## src/rtl/alu_drv_pkg.sv

```systemverilog
// Shared types for the ALU command driver slice: opcodes, the queued
// command bundle, driver FSM states and result width.
package alu_drv_pkg;

    localparam int RESULT_W  = 9;
    localparam int OP_W      = 3;
    localparam int DATA_W    = 8;
    localparam int CMD_TAG_W = 4;

    typedef enum logic [OP_W-1:0] {
        OP_NOP = 3'b000,
        OP_ADD = 3'b001,
        OP_AND = 3'b010,
        OP_XOR = 3'b011
    } alu_op_t;

    // op is kept as raw bits so 1xx codes reach the ALU untouched
    typedef struct packed {
        logic [OP_W-1:0]      op;
        logic [DATA_W-1:0]    a;
        logic [DATA_W-1:0]    b;
        logic [CMD_TAG_W-1:0] tag;
    } alu_cmd_t;

    typedef enum logic [1:0] {
        IDLE,
        ISSUE,
        WAIT,
        RESP
    } drv_state_t;

    function automatic logic is_nop(input logic [OP_W-1:0] op);
        return op == OP_NOP;
    endfunction

endpackage

```

## src/rtl/alu_cmd_fifo.sv

```systemverilog
// Synchronous command FIFO of alu_cmd_t entries with full/empty flags.
// Ports: clk, reset, push/wr_data, pop/rd_data (show-ahead), full, empty.
module alu_cmd_fifo
    import alu_drv_pkg::*;
#(
    parameter int DEPTH = 4
) (
    input  logic     clk,
    input  logic     reset,
    input  logic     push,
    input  alu_cmd_t wr_data,
    input  logic     pop,
    output alu_cmd_t rd_data,
    output logic     full,
    output logic     empty
);

    localparam int AW = $clog2(DEPTH);

    // one extra pointer bit tells full from empty when indices match
    logic [AW:0] wr_ptr;
    logic [AW:0] rd_ptr;
    alu_cmd_t    mem [DEPTH];
    logic        do_push;
    logic        do_pop;

    assign do_push = push && !full;
    assign do_pop  = pop && !empty;

    assign empty = (wr_ptr == rd_ptr);
    assign full  = (wr_ptr[AW] != rd_ptr[AW]) &&
                   (wr_ptr[AW-1:0] == rd_ptr[AW-1:0]);

    assign rd_data = mem[rd_ptr[AW-1:0]];

    always_ff @(posedge clk or posedge reset) begin
        if (reset) begin
            wr_ptr <= '0;
            rd_ptr <= '0;
        end else begin
            if (do_push) wr_ptr <= wr_ptr + (AW+1)'(1);
            if (do_pop)  rd_ptr <= rd_ptr + (AW+1)'(1);
        end
    end

    always_ff @(posedge clk) begin
        if (do_push) mem[wr_ptr[AW-1:0]] <= wr_data;
    end

endmodule

```

## src/rtl/alu_cmd_driver.sv

```systemverilog
// Command stage in front of the single-cycle ALU: queues commands, issues
// each with a one-cycle alu_start, waits for alu_done, returns a tagged
// result on a valid/ready response port.
// Ports: cmd_* (request in), rsp_* (response out), alu_* (ALU side).
// Build option: ALU_DRV_TIMEOUT_EN adds a WAIT timeout that reports rsp_err.
module alu_cmd_driver
    import alu_drv_pkg::*;
#(
    parameter int FIFO_DEPTH  = 4,
    parameter int TAG_W       = CMD_TAG_W,
    parameter int TIMEOUT_CYC = 16
) (
    input  logic                clk,
    input  logic                reset,
    input  logic                cmd_valid,
    output logic                cmd_ready,
    input  logic [2:0]          cmd_op,
    input  logic [7:0]          cmd_a,
    input  logic [7:0]          cmd_b,
    input  logic [TAG_W-1:0]    cmd_tag,
    output logic                rsp_valid,
    input  logic                rsp_ready,
    output logic [RESULT_W-1:0] rsp_result,
    output logic [TAG_W-1:0]    rsp_tag,
    output logic                rsp_err,
    output logic                alu_start,
    output logic [2:0]          alu_op,
    output logic [7:0]          alu_a,
    output logic [7:0]          alu_b,
    input  logic                alu_done,
    input  logic [RESULT_W-1:0] alu_result
);

    alu_cmd_t   cmd_in;
    alu_cmd_t   fifo_out;
    alu_cmd_t   cmd_q;
    logic       fifo_full;
    logic       fifo_empty;
    logic       pop;
    logic       cap_res;
    logic       clr_res;
    logic       tmo_hit;
    drv_state_t state;
    drv_state_t state_n;

    assign cmd_in = '{op: cmd_op, a: cmd_a, b: cmd_b, tag: cmd_tag};
    assign cmd_ready = !fifo_full;

    alu_cmd_fifo #(
        .DEPTH (FIFO_DEPTH)
    ) u_fifo (
        .clk     (clk),
        .reset   (reset),
        .push    (cmd_valid),
        .wr_data (cmd_in),
        .pop     (pop),
        .rd_data (fifo_out),
        .full    (fifo_full),
        .empty   (fifo_empty)
    );

    // ALU operands come straight from cmd_q, which only reloads on the
    // edge entering ISSUE, so they hold until the next issue.
    assign alu_op  = cmd_q.op;
    assign alu_a   = cmd_q.a;
    assign alu_b   = cmd_q.b;
    assign rsp_tag = cmd_q.tag;

    always_ff @(posedge clk or posedge reset) begin
        if (reset) state <= IDLE;
        else       state <= state_n;
    end

    always_comb begin
        state_n   = state;
        pop       = 1'b0;
        alu_start = 1'b0;
        rsp_valid = 1'b0;
        cap_res   = 1'b0;
        clr_res   = 1'b0;
        unique case (state)
            IDLE: begin
                if (!fifo_empty) begin
                    pop     = 1'b1;
                    state_n = ISSUE;
                end
            end
            ISSUE: begin
                // NOP never reaches the ALU and answers with zero
                alu_start = !is_nop(cmd_q.op);
                if (is_nop(cmd_q.op)) begin
                    clr_res = 1'b1;
                    state_n = RESP;
                end else begin
                    state_n = WAIT;
                end
            end
            WAIT: begin
                // alu_done takes priority over an expiring timeout
                if (alu_done) begin
                    cap_res = 1'b1;
                    state_n = RESP;
                end else if (tmo_hit) begin
                    clr_res = 1'b1;
                    state_n = RESP;
                end
            end
            RESP: begin
                rsp_valid = 1'b1;
                if (rsp_ready) begin
                    if (!fifo_empty) begin
                        pop     = 1'b1;
                        state_n = ISSUE;
                    end else begin
                        state_n = IDLE;
                    end
                end
            end
            default: state_n = IDLE;
        endcase
    end

    always_ff @(posedge clk or posedge reset) begin
        if (reset) begin
            cmd_q      <= '0;
            rsp_result <= '0;
        end else begin
            if (pop)     cmd_q      <= fifo_out;
            if (cap_res) rsp_result <= alu_result;
            if (clr_res) rsp_result <= '0;
        end
    end

`ifdef ALU_DRV_TIMEOUT_EN
    localparam int TMO_W = (TIMEOUT_CYC > 1) ? $clog2(TIMEOUT_CYC) : 1;
    localparam logic [TMO_W-1:0] TMO_LAST = TMO_W'(TIMEOUT_CYC - 1);

    logic [TMO_W-1:0] tmo_cnt;

    // counts WAIT cycles; held at zero outside WAIT so entry starts clean
    always_ff @(posedge clk or posedge reset) begin
        if (reset)              tmo_cnt <= '0;
        else if (state != WAIT) tmo_cnt <= '0;
        else                    tmo_cnt <= tmo_cnt + TMO_W'(1);
    end

    assign tmo_hit = (state == WAIT) && (tmo_cnt == TMO_LAST);

    // err is decided on the edge into RESP: only a WAIT exit without done
    always_ff @(posedge clk or posedge reset) begin
        if (reset) begin
            rsp_err <= 1'b0;
        end else if (state != RESP && state_n == RESP) begin
            rsp_err <= (state == WAIT) && !alu_done;
        end
    end
`else
    assign tmo_hit = 1'b0;
    assign rsp_err = 1'b0;
`endif

endmodule

```

## config.mk

```make
export PLATFORM = sky130hd
export DESIGN_NAME = alu_cmd_driver
export DESIGN_NICKNAME = d
export VERILOG_FILES = /design/src/rtl/alu_drv_pkg.sv /design/src/rtl/alu_cmd_fifo.sv /design/src/rtl/alu_cmd_driver.sv
export SDC_FILE = /design/constraint.sdc
export NUM_CORES = 1
export LEC_CHECK = 0
export CAP_MARGIN = 40
export CORE_ASPECT_RATIO = 0.7
export CORE_UTILIZATION = 54
export DETAILED_ROUTE_END_ITERATION = 16
export HOLD_SLACK_MARGIN = 0.08
export PLACE_DENSITY = 0.83
export SLEW_MARGIN = 0
export SYNTH_ARGS = -nofsm -noshare
export SYNTH_HDL_FRONTEND = slang
export SYNTH_SLANG_ARGS = --single-unit
```

## constraint.sdc

```tcl
create_clock -name clk -period 2.5 [get_ports clk]
set_input_delay 0.5 -clock clk [delete_from_list [all_inputs] [get_ports clk]]
set_output_delay 0.5 -clock clk [all_outputs]
set_load 0.01 [all_outputs]
```

# ---- Word-level counts from Yosys, hierarchy flattened
# Memories as Yosys holds them, arrays and structs flattened. A register that Yosys moved wholly into a read port is not among the register bits.
# Index checks and enable logic that the tools add are counted.
dict set report op_classes {
  addsub 2
  magnitude_cmp 0
  n_mux 19
  mul 0
  n_eq_ne 9
  shifts 0
  reduce_logical 10
  div_mod_pow 0
  n_bitwise 0
}
# cell count
set ops {}
lappend ops {{9-bit 2-to-1 mux} 2}
lappend ops {{1-bit 2-to-1 mux} 12}
lappend ops {{2-bit case mux with 4 select lines} 1}
lappend ops {{3-bit by 1-bit adder with 3-bit output (second input constant)} 2}
lappend ops {{2-bit 2-to-1 mux} 3}
lappend ops {{2-bit != test (second input constant)} 3}
lappend ops {{2-bit == test (second input constant)} 2}
lappend ops {{3-bit == test} 1}
lappend ops {{1-bit logical AND} 3}
lappend ops {{1-bit zero test} 3}
lappend ops {{3-bit zero test} 1}
lappend ops {{3-bit AND reduction} 1}
lappend ops {{2-bit by 1-bit == test with 1-bit output (second input constant)} 1}
lappend ops {{2-bit == test} 1}
lappend ops {{2-bit zero test} 1}
lappend ops {{1-bit case mux with 2 select lines} 1}
lappend ops {{2-bit nonzero test} 1}
lappend ops {{1-bit != test} 1}
dict set report totals {
  ram_bits 92
  mem_bits_ro 0
  n_memories 1
  latch_bits 0
  reg_bits 17
  out_inout_bits 36
  in_bits 37
  elab_cells 45
}
# memory depth width read_ports rd_clocked_by_memory_dff wr line_no
set mem_list {}
lappend mem_list {u_fifo.mem 4 23 1 1 1 alu_cmd_fifo.sv:23} ;# alu_cmd_t mem [DEPTH];

# ---- Depth between registers and ports, before layout
dict set report logic_depth {
  depth_word 6
  mapped_depth 8
  depth_no_buf 6
}

# ---- Cells and area by module
# Synthesis repeated with hierarchy kept, for this count alone.
dict set report unflattened {
  hier_cells 282
  area_unflattened_um2 5300.1
}
# module n_inst cells_each area_per_inst_um2 seq_area_each_um2
set by_module_without_submodules {}
lappend by_module_without_submodules {alu_cmd_fifo 1 170 3832.4 2912.8}
lappend by_module_without_submodules {alu_cmd_driver 1 112 1467.7 850.8}

# ---- Worst setup path before layout
# OpenSTA, ideal clock, no wires.
dict set report synth_path {
  path_kind {register to register}
  from {reg u_fifo.rd_ptr[0]}
  to {mem u_fifo.mem[3][0] (netlist bit), enable pin}
  synth_period_minus_slack_ps 2192
  arrival_time_ps 1809
  stages_incl_launch_ff 6
  slack_ps 308
  setup_time_ps 383
  n_path_buf 2
  required_time_ps 2117
  path_cell_list {dfrtp_1 > buf_4 > xor2_1 > or3_1 > clkbuf_1 > and3_1}
}
dict set report synth_between {
  elab_chain_len 6
}
# item line_no
set synth_rtl {}
lappend synth_rtl {{from (decl)} alu_cmd_fifo.sv:22} ;# logic [AW:0] rd_ptr;
lappend synth_rtl {{from (signal assigned)} alu_cmd_fifo.sv:42} ;# if (do_pop) rd_ptr <= rd_ptr + (AW+1)'(1);
lappend synth_rtl {{2-bit == test} alu_cmd_fifo.sv:32} ;# (wr_ptr[AW-1:0] == rd_ptr[AW-1:0]);
lappend synth_rtl {{1-bit logical AND} alu_cmd_fifo.sv:31} ;# assign full = (wr_ptr[AW] != rd_ptr[AW]) &&
lappend synth_rtl {{1-bit zero test} --}
lappend synth_rtl {{net cmd_ready} alu_cmd_driver.sv:16} ;# output logic cmd_ready,
lappend synth_rtl {{1-bit logical AND} alu_cmd_fifo.sv:27} ;# assign do_push = push && !full;
lappend synth_rtl {{1-bit 2-to-1 mux} alu_cmd_fifo.sv:47} ;# if (do_push) mem[wr_ptr[AW-1:0]] <= wr_data;
lappend synth_rtl {{1-bit 2-to-1 mux (implied by the code)} alu_cmd_fifo.sv:47}
lappend synth_rtl {{to (decl)} alu_cmd_fifo.sv:23}
# The timed path passes the listed nets, and every way through them passes these cells.

# ---- Worst setup path in the final report
dict set report layout_path {
  from {reg u_fifo.wr_ptr[1]}
  to {out cmd_ready}
}
dict set report layout_between {
  elab_chain_len 3
}
# item line_no
set layout_rtl {}
lappend layout_rtl {{from (decl)} alu_cmd_fifo.sv:21} ;# logic [AW:0] wr_ptr;
lappend layout_rtl {{from (signal assigned)} alu_cmd_fifo.sv:41} ;# if (do_push) wr_ptr <= wr_ptr + (AW+1)'(1);
lappend layout_rtl {{2-bit == test} alu_cmd_fifo.sv:32}
lappend layout_rtl {{1-bit logical AND} alu_cmd_fifo.sv:31}
lappend layout_rtl {{1-bit zero test} alu_cmd_driver.sv:47} ;# assign cmd_ready = !fifo_full;
lappend layout_rtl {{to (decl)} alu_cmd_driver.sv:16}
# No other way between the ends.

==> metrics.md <==
| Metric | Value |
|---|---|
| Hold Buf Count CTS | 0 |
| Post-synth ARST share | 0.303 |
| Final Max Slew Viols | 0 |
| Dpl ws | 0.437 ns |
| Top Ports | 73 |
| Synth top area share | 0.529 |
| Sequential share of power | 0.377 |
| Switching Share | 0.279 |
| Starting DRT DRC Count | 87 |
| Final core utilization | 0.729 |
| #FFs+latches synth | 132 |
| Clk_lat worst skew | 0.41 ns |
| Final Skew | 0.00728 ns |
| Max Fanout on Critical Path | 6 |
| CP Launch Type | register |
| Most frequent cells after synthesis | edfxtp_1 (92), dfrtp_1 (40), mux4_2 (23) |
| Layout overhead on the synthesized area | 28.6% |
| CP Class | register to output pin |
| Max frequency | 0.413 GHz |
| Setup crit end kind | output pin |
| Status | complete, no violations |
| TritonCTS clock tree | built |
| P per Cell Area | 1340 nW/um^2 |
| Internal Pwr Total | 0.00651 W |
| Final setup violation count | 0 |
| Top FF cell, synth | edfxtp_1 |
| Cell variety after synth | 33 |
| Gr usage total | 0.203 |
| # Max-Cap Violations | 0 |
| Placed cell areas | 6080 sq um |
| Wirelength per Cell | 18.6 um |
| Clock group share of total power | 0.282 |
| Initial antenna violation count | 0 |
| Vias per cell | 5.35 |
| Post-Syn Nets | 314 |
| Synth top area cells | edfxtp_1 (53%), dfrtp_1 (19%), mux4_2 (9.9%), mux2_4 (5.2%), ha_1 (2.4%) |
| CTS Buffer Depth | 2 |
| Top cell type by total area after synthesis | edfxtp_1 |
| Hold Fails Final Rpt | 0 |
| Chip width | 120 um |
| Syn_area_per_cell | 19.6 sq um |
| # diodes | 0 |
| HPWL Detailed | 5.72 mm |
| CTS root buf | clkbuf_16 |
| Final Cell Area | 6720 sq um |
| Total gr overflow | 0 |
| CORE AREA | 9220 sq um |
| CP peak stage delay | 0.49 ns |
| Psw | 0.00252 W |
| Logic pwr share | 0.341 |
| Ordered cell list for the critical path | xor2_2 > or3_4 > clkdlybuf4s50_1 |
| Yosys warnings | 0 |
| RSZ-0062 raised after global routing | no |
| Std cell rows | 29 |
| Post-Synthesis Cells | 267 |
| Worst-path clk slew | 0.06 ns |
| PortBufs | 71 |
| H-tree levels | 4 |
| Chip height | 84.3 um |
| EDFF count, synth | 92 |
| Die ar. | 10100 sq um |
| Final GP Congestion | 0.805 |
| Total chip power | 0.00903 W |
| Vias in the first global route | 2801 |
| Drt drc | 0 |
| Period minus WS final | 2.42 ns |
| Final Cycle Share | 0.968 |
| WL final | 9.12 mm |
| Worst Path Required | 2.00 ns |
| Post-CTS Setup Bufs | 0 |
| Worst IR Drop VDD | 0.000865 V |
| Data arrival time of the critical path | 1.92 ns |
| Count leader, synth | edfxtp_1 |
| Drt first pass iters | 6 |
| Largest net degree at the start of global routing | 27 |
| Final net count | 400 |
| First-pass GRT wire length | 14.8 mm |
| ANT nets after route | 0 |
| Mapped Area | 5230 sq um |
| Post-Route Setup TNS | 0 ns |
| Final setup margin | 0.0811 ns |
| Initial Utilization | 0.567 |
| HP Class | input pin to asynchronous set/reset pin |
| Clock sink total | 132 |
| Sequential-to-total area share from yosys stat | 0.720 |
| Via count | 2620 |
| Share of post-route cells with drive strength above 1 | 0.260 |
| Max stage delay cell, worst path | clkdlybuf4s50_1 |
| Leakage Power | 2.52 nW |
| CTS buffer count | 17 |
-- cell families (layout without fill, tap and decap cells) --
| kind of cell | count (synthesis) | in the layout | share of synthesized area |
|---|---|---|---|
| buffers and inverters | 22 | 121 | 0.0259 |
| adder cells (fa/ha/maj) | 10 | 10 | 0.0239 |
| XOR/XNOR | 8 | 8 | 0.0148 |
| flip-flops | 132 | 132 | 0.720 |
| multiplexers | 49 | 49 | 0.168 |
| other | 1 | 1 | 0.000718 |
| AND/OR/NAND/NOR | 30 | 30 | 0.0275 |
| AO/OA/AOI/OAI | 15 | 15 | 0.0189 |
-- state kept, by name (all words and copies together), names as in the netlist --
signal / flops
u_fifo.mem: 92
rsp_result: 9
alu_a: 8
alu_b: 8
rsp_tag: 4
alu_op: 3
u_fifo.rd_ptr: 3
u_fifo.wr_ptr: 3
state: 2
-- worst max-delay path, delay by kind of cell (launching register included) --
| kind | cells | cell delay (ns) |
|---|---|---|
| buf+inv | 1 | 0.49 |
| simple gates | 1 | 0.40 |
| flops | 1 | 0.44 |
| xor+xnor | 1 | 0.18 |
-- final timing paths --
| kind | startpoint | end | slack, ns | cells past startpoint |
|---|---|---|---|---|
| max | u_fifo.wr_ptr[1]$_DFFE_PP0P_ | cmd_ready | 0.08 | 3 |
| min | reset | alu_a[3]$_DFFE_PP0P_ | 0.40 | 2 |
| max reg2reg | u_fifo.rd_ptr[0]$_DFFE_PP0P_ | alu_op[0]$_DFFE_PP0P_ | 0.65 | 3 |
| min reg2reg | alu_a[7]$_DFFE_PP0P_ | alu_a[7]$_DFFE_PP0P_ | 0.51 | 1 |
| max in group asynchronous | reset | alu_b[0]$_DFFE_PP0P_ | 1.53 | 3 |
| min in group clk | alu_a[7]$_DFFE_PP0P_ | alu_a[7]$_DFFE_PP0P_ | 0.51 | 1 |
-- power groups by stage --
stage,logic [W],registers (W),clock network [W]
floorplan,0.00201,0.00346,0
global placement,0.00301,0.00339,0
detailed placement,0.00310,0.00343,0
CTS,0.00313,0.00340,0.00259
global route,0.00333,0.00347,0.00267
finish,0.00308,0.00340,0.00255
-- area by class of cell --
class / instances / area [sq um]
timing repair buffer: 81 / 798
tap: 124 / 155
multi-input combinational: 113 / 1340
sequential: 132 / 3770
inverter: 8 / 30.0
clock buffer: 26 / 542
clock inverter: 6 / 86.3
fill: 565 / 2500
-- stage by stage --
stage | cells | hold slack (ns)
after floorplan | 267 | 0.498
after global placement | 458 | 0.499
after detailed placement | 458 | 0.495
after CTS | 490 | 0.396
after global routing | 490 | 0.433
final | 490 | 0.397
-- metal layers --
layer | vias up | wire length [um] | global-route usage
li1 | 1197 | - | -
met1 | 1336 | 4260 | 0.268
met2 | 76 | 4290 | 0.311
met3 | 11 | 445 | 0.0727
met4 | 0 | 123 | 0.0852
met5 | - | 0 | 0
-- what timing repair did --
| action | in CTS | in global routing |
|---|---|---|
| resized for setup | 1 | 3 |
| pin swaps | 0 | 0 |
| endpoints found under the setup margin | 1 | 1 |
| cloned | 0 | 0 |
-- cell usage in the layout (no fill, tap or decap), types with 2 or more instances in the layout --
| cell | instances |
|---|---|
| dfrtp_2 | 3 |
| nand3_1 | 9 |
| inv_1 | 7 |
| clkbuf_16 | 19 |
| mux2_2 | 7 |
| mux2_4 | 18 |
| and3_1 | 4 |
| xnor2_1 | 3 |
| a21oi_1 | 9 |
| mux4_2 | 23 |
| bufinv_16 | 2 |
| dfrtp_1 | 37 |
| clkbuf_8 | 4 |
| nor3_1 | 2 |
| xor2_1 | 3 |
| edfxtp_1 | 92 |
| ha_1 | 10 |
| nand2_1 | 12 |
| clkdlybuf4s50_1 | 71 |
| xor2_2 | 2 |
| clkbuf_1 | 3 |
| clkinv_2 | 2 |
| buf_4 | 9 |
Power figures use the tool's default switching activity.
==> edit 1: new RTL, same flow settings <==
Re-encode `drv_state_t` (4 states) as one-hot, 4 bits wide.
--- a/src/rtl/alu_drv_pkg.sv
+++ b/src/rtl/alu_drv_pkg.sv
@@ -24,7 +24,7 @@
 
-    typedef enum logic [1:0] {
-        IDLE,
-        ISSUE,
-        WAIT,
-        RESP
+    typedef enum logic [3:0] {
+        IDLE  = 4'b0001,
+        ISSUE = 4'b0010,
+        WAIT  = 4'b0100,
+        RESP  = 4'b1000
     } drv_state_t;
Check against the original RTL: no difference found for any inputs over 10 cycles, from zero or initial values and one cycle with reset high; not proved beyond that.
==> edit 1 against the original RTL <==
- sequential cell count increased by 2
- design area decreased by 2.1%
- total power decreased by 5.0%
- critical endpoint unchanged
- cell count decreased by 1.8%
- synthesized area decreased by 1.8%
- hold slack about the same
- fmax increased by 0.28%
- routed wire length increased by 1.7%
- critical path type unchanged
- register-to-register slack got worse by 40 ps
- first-iteration DRC count increased by 100%
- clock skew increased by 5.5 ps
- worst setup slack improved by 6.8 ps
==> edit 1: results (changes against the original RTL) <==
- PD cells: 1306 nW/µm² (-2.9%)
- Proportion of layout cells with a drive suffix above 1: 26.05% (+0.094 points)
- Final #Nets: 386 (-3.5%)
- 1st-iter DRT viols: 176 (+100%)
- Synth area leaders: edfxtp_1, dfrtp_1, mux4_2
- Register area share after synthesis: 74.37% (+2.3 points)
- Status: finished clean
- Most frequent cells after synthesis: edfxtp_1, dfrtp_1, mux2_2
- Number of fillers in the final layout: 566 (+0.18%)
- Routed vias/inst: 5.478 (+2.5%)
- Routability cong.: 0.7623 (-5.3%)
- Peak VDD IR: 0.8664 mV (+0.15%)
- Hpwl dp: 5884 µm (+2.9%)
- RR Startpoint: u_fifo.rd_ptr[2]
- Final Core Density: 71.91% (-1.0 points)
- Mux contribution to synthesized area: 16.56% (-0.23 points)
- Ys async rst share: 31.34% (+1.0 points)
- Worst R2R End: u_fifo.mem[2][0]
- First-pass GRT wire length: 14970 µm (+1.4%)
- Wirelength per Cell: 19.28 µm (+3.6%)
- Switching Fraction: 28.99% (+1.1 points)
- Avg Cell Area, Syn: 20.36 µm² (+4.0%)
- Crit-path max cell delay: 600 ps (+110 ps)
- Pre-CTS setup slack: 240.2 ps (-196.4 ps)
- Layout Skew: 12.75 ps (+5.469 ps)
- Lkg Pwr: 2.416 nW (-4.1%)
- Sequential power: 3.49 mW (+3%)
- Compound-gate portion of the synthesized area: 1.268% (-0.62 points)
- All-Layer GR Usage: 21.10% (+0.78 points)
- Fraction of the mapped netlist area in adder cells: 1.220% (-1.2 points)
- Hold Slack: 396.5 ps (-0.4490 ps)
- Post-Syn Nets: 294 (-6.4%)
- Vias in the first global route: 2805 (+0.14%)
- Placed cell areas: 6055 µm² (-0.35%)
- Pin count of the biggest net entering global routing: 29 (+7.4%)
- Via count: 2635 (+0.57%)
- Worst Reg-to-Reg Cells: 4 (+1)
edit 1: cell types whose count changed in the layout (fill, tap and decap cells not counted), sizes merged, moves of 4 or more:
cell / unedited run / this run
a21oi: 9 / 1
nand2: 12 / 4
nor2: 0 / 8
nand3: 9 / 2
a22o: 0 / 5
ha: 10 / 5
clkinv: 3 / 7
inv: 8 / 4
mux2i: 1 / 5
edit 1: worst max path at each step:
| stage | startpoint | to | cells after the start |
|---|---|---|---|
| final | u_fifo.rd_ptr[2] | cmd_ready | 3 |
| after global routing | u_fifo.rd_ptr[2] | cmd_ready | 3 |
| after CTS | state[1] | rsp_valid | 2 |
| after detailed placement | rsp_ready | alu_a[4] | 6 |
| after global placement | rsp_ready | alu_a[6] | 6 |
| after floorplan | u_fifo.rd_ptr[0] | u_fifo.mem[3][0] | 4 |
edit 1: area by class of cell:
| cell class | instances | share of cell area [%] |
|---|---|---|
| Clock buffer | 25 | 7.231 |
| Inverter | 4 | 0.2284 |
| Clock inverter | 7 | 0.4757 |
| Tap cell | 124 | 2.360 |
| Timing Repair Buffer | 83 | 12.54 |
| Sequential cell | 134 | 58.06 |
| Multi-Input combinational cell | 104 | 19.11 |
edit 1: routing by layer:
| layer | global-route usage, % | share of wire, % | wire (µm) |
|---|---|---|---|
| met1 | 26.99 | 44 | 4041 |
| met2 | 33.69 | 49 | 4590 |
| met3 | 7.240 | 6.0 | 560 |
| met4 | 8.170 | 0.87 | 81 |
| met5 | 0 | 0 | 0 |
edit 1: worst register-to-register path: cells and delay by family, from the launching register on:
family	cells	cell delay (ps)
flops	1	400
xor+xnor	1	250
simple gates	2	710
buf+inv	1	230
edit 1: timing repair:
| item | in CTS | in global routing |
|---|---|---|
| setup endpoints to repair | 1 | 2 |
| hold endpoints to repair | 0 | 0 |
| resized for setup | 2 | 2 |
==> edit 2: new RTL, same settings <==
Made on the original files. Change the parameter `FIFO_DEPTH` from 4 to 2.
--- a/src/rtl/alu_cmd_driver.sv
+++ b/src/rtl/alu_cmd_driver.sv
@@ -8,3 +8,3 @@
 #(
-    parameter int FIFO_DEPTH  = 4,
+    parameter int FIFO_DEPTH  = 2,
     parameter int TAG_W       = CMD_TAG_W,
Formal check against the unedited RTL: not equivalent (a bounded check fails within 4 cycles, from zero or initial values and one cycle with reset high).
==> edit 2 against the original RTL <==
- total power is 38% lower
- highest routed layer unchanged
- via count is 28% lower
- fmax is 3.6% higher
- design area is 35% lower
- worst setup slack better by 84 ps
- cell count is 26% lower
- synthesized area is 36% lower
- routed wire length is 35% lower
- sequential cell count is 48 lower
- clock skew is 1.5 ps higher
- synthesized cell count is 24% lower
- die area is 35% lower
- non-clock buffer count is 2 lower
- combinational power is 26% lower
==> edit 2: results (changes against the original RTL) <==
- Compound-gate portion of the synthesized area: 3.740% (+1.8 points)
- Placed Cells: 348 (-24%)
- Placed cell areas: 4177 µm² (-31%)
- Vias in the first global route: 1913 (-32%)
- Htree depth: 3 (-1)
- Ys async rst share: 45.24% (+15 points)
- R2R Setup Slk: 590 ps (-60 ps)
- Internal power: 3.867 mW (-41%)
- Register area share after synthesis: 69.71% (-2.3 points)
- 1st-iter DRT viols: 58 (-33%)
- CP Max Fanout: 8 (+2)
- CTS buffer count: 9 (-8)
- TritonRoute pass-1 iters: 4 (-2)
- Worst Reg-to-Reg Cells: 5 (+2)
- Clk Latency, worst-skew pair: 350 ps (-60 ps)
- First-pass GRT wire length: 9301 µm (-37%)
- Crit-path max cell delay: 530 ps (+40 ps)
- Final Power: 5.628 mW (-38%)
- Most frequent cells after synthesis: edfxtp_1, dfrtp_1, mux2_2
- Largest register FFs: 46 (-50%)
- Root Buffer: clkbuf_8
- Routability cong.: 0.7494 (-6.9%)
- Post-synthesis cell type count: 31 (-6.1%)
- All-Layer GR Usage: 20.30% (-0.021 points)
- Fraction of the mapped netlist area in adder cells: 1.870% (-0.52 points)
- Post-Syn Nets: 245 (-22%)
- XOR/XNOR share of the synthesized area: 2.281% (+0.80 points)
- Data arrival, critical path: 1830 ps (-90 ps)
- Flop pwr share: 41.0% (+3.3 points)
- Layout Skew: 8.744 ps (+1.459 ps)
- Synth area leaders: edfxtp_1, dfrtp_1, mux2_2
- RR Startpoint: state[0]
- Clock slew at reported path FFs: 80 ps (+20 ps)
- Cts repair resizes: 0 (-1)
- Pin count of the biggest net entering global routing: 26 (-3.7%)
- Lkg Pwr: 1.681 nW (-33%)
- Status: finished clean
- Hpwl dp: 3927 µm (-31%)
- Mux contribution to synthesized area: 15.82% (-0.97 points)
- Gate Count Post-Synth: 203 (-24%)
- Non-filler cells, final: 364 (-26%)
- Comb power: 2.29 mW (-26%)
- Peak VDD IR: 0.6499 mV (-25%)
-- edit 2: cell types whose count changed after synthesis, moves of 3 or more --
cell | before | now
mux2_2 | 7 | 28
mux2_4 | 18 | 0
and3_1 | 4 | 1
mux2_1 | 0 | 19
ha_1 | 10 | 5
mux4_2 | 23 | 0
edfxtp_1 | 92 | 46
-- edit 2: layout make-up --
| type | instances | area, µm² |
|---|---|---|
| clock buffer | 9 | 123.9 |
| clock inverter | 7 | 91.34 |
| fill | 374 | 1450 |
| inverter | 6 | 22.52 |
| multi-input combinational | 104 | 932.1 |
| sequential | 84 | 2332 |
| tap | 75 | 93.84 |
| timing repair buffer | 79 | 795.8 |
-- edit 2: worst max-delay path by stage --
stage / start / end / slack, ps / cells past startpoint
finish: u_fifo.wr_ptr[1] / cmd_ready / 170 / 3
global route: u_fifo.wr_ptr[1] / cmd_ready / 70 / 3
CTS: u_fifo.wr_ptr[1] / cmd_ready / 130 / 3
detailed placement: rsp_ready / alu_b[2] / 400 / 5
global placement: rsp_ready / alu_b[0] / 430 / 5
floorplan: u_fifo.rd_ptr[0] / u_fifo.mem[0][0] / 140 / 5
-- edit 2: routing by layer --
layer | part of all wire, % | global-route usage, % | vias to the layer above
li1 | - | - | 896
met1 | 45 | 26.14 | 926
met2 | 48 | 32.00 | 57
met3 | 5.6 | 7.000 | 10
met4 | 1.7 | 8.209 | 0
met5 | 0 | 0 | -
-- edit 2: through the flow --
stage / hold WS [ps] / setup slack, ps
after floorplan: 492.4 / 136.6
after global placement: 480.4 / 425.9
after detailed placement: 478.3 / 403.3
after CTS: 366.8 / 132.9
after global routing: 390.0 / 68.19
final: 368.7 / 165.2
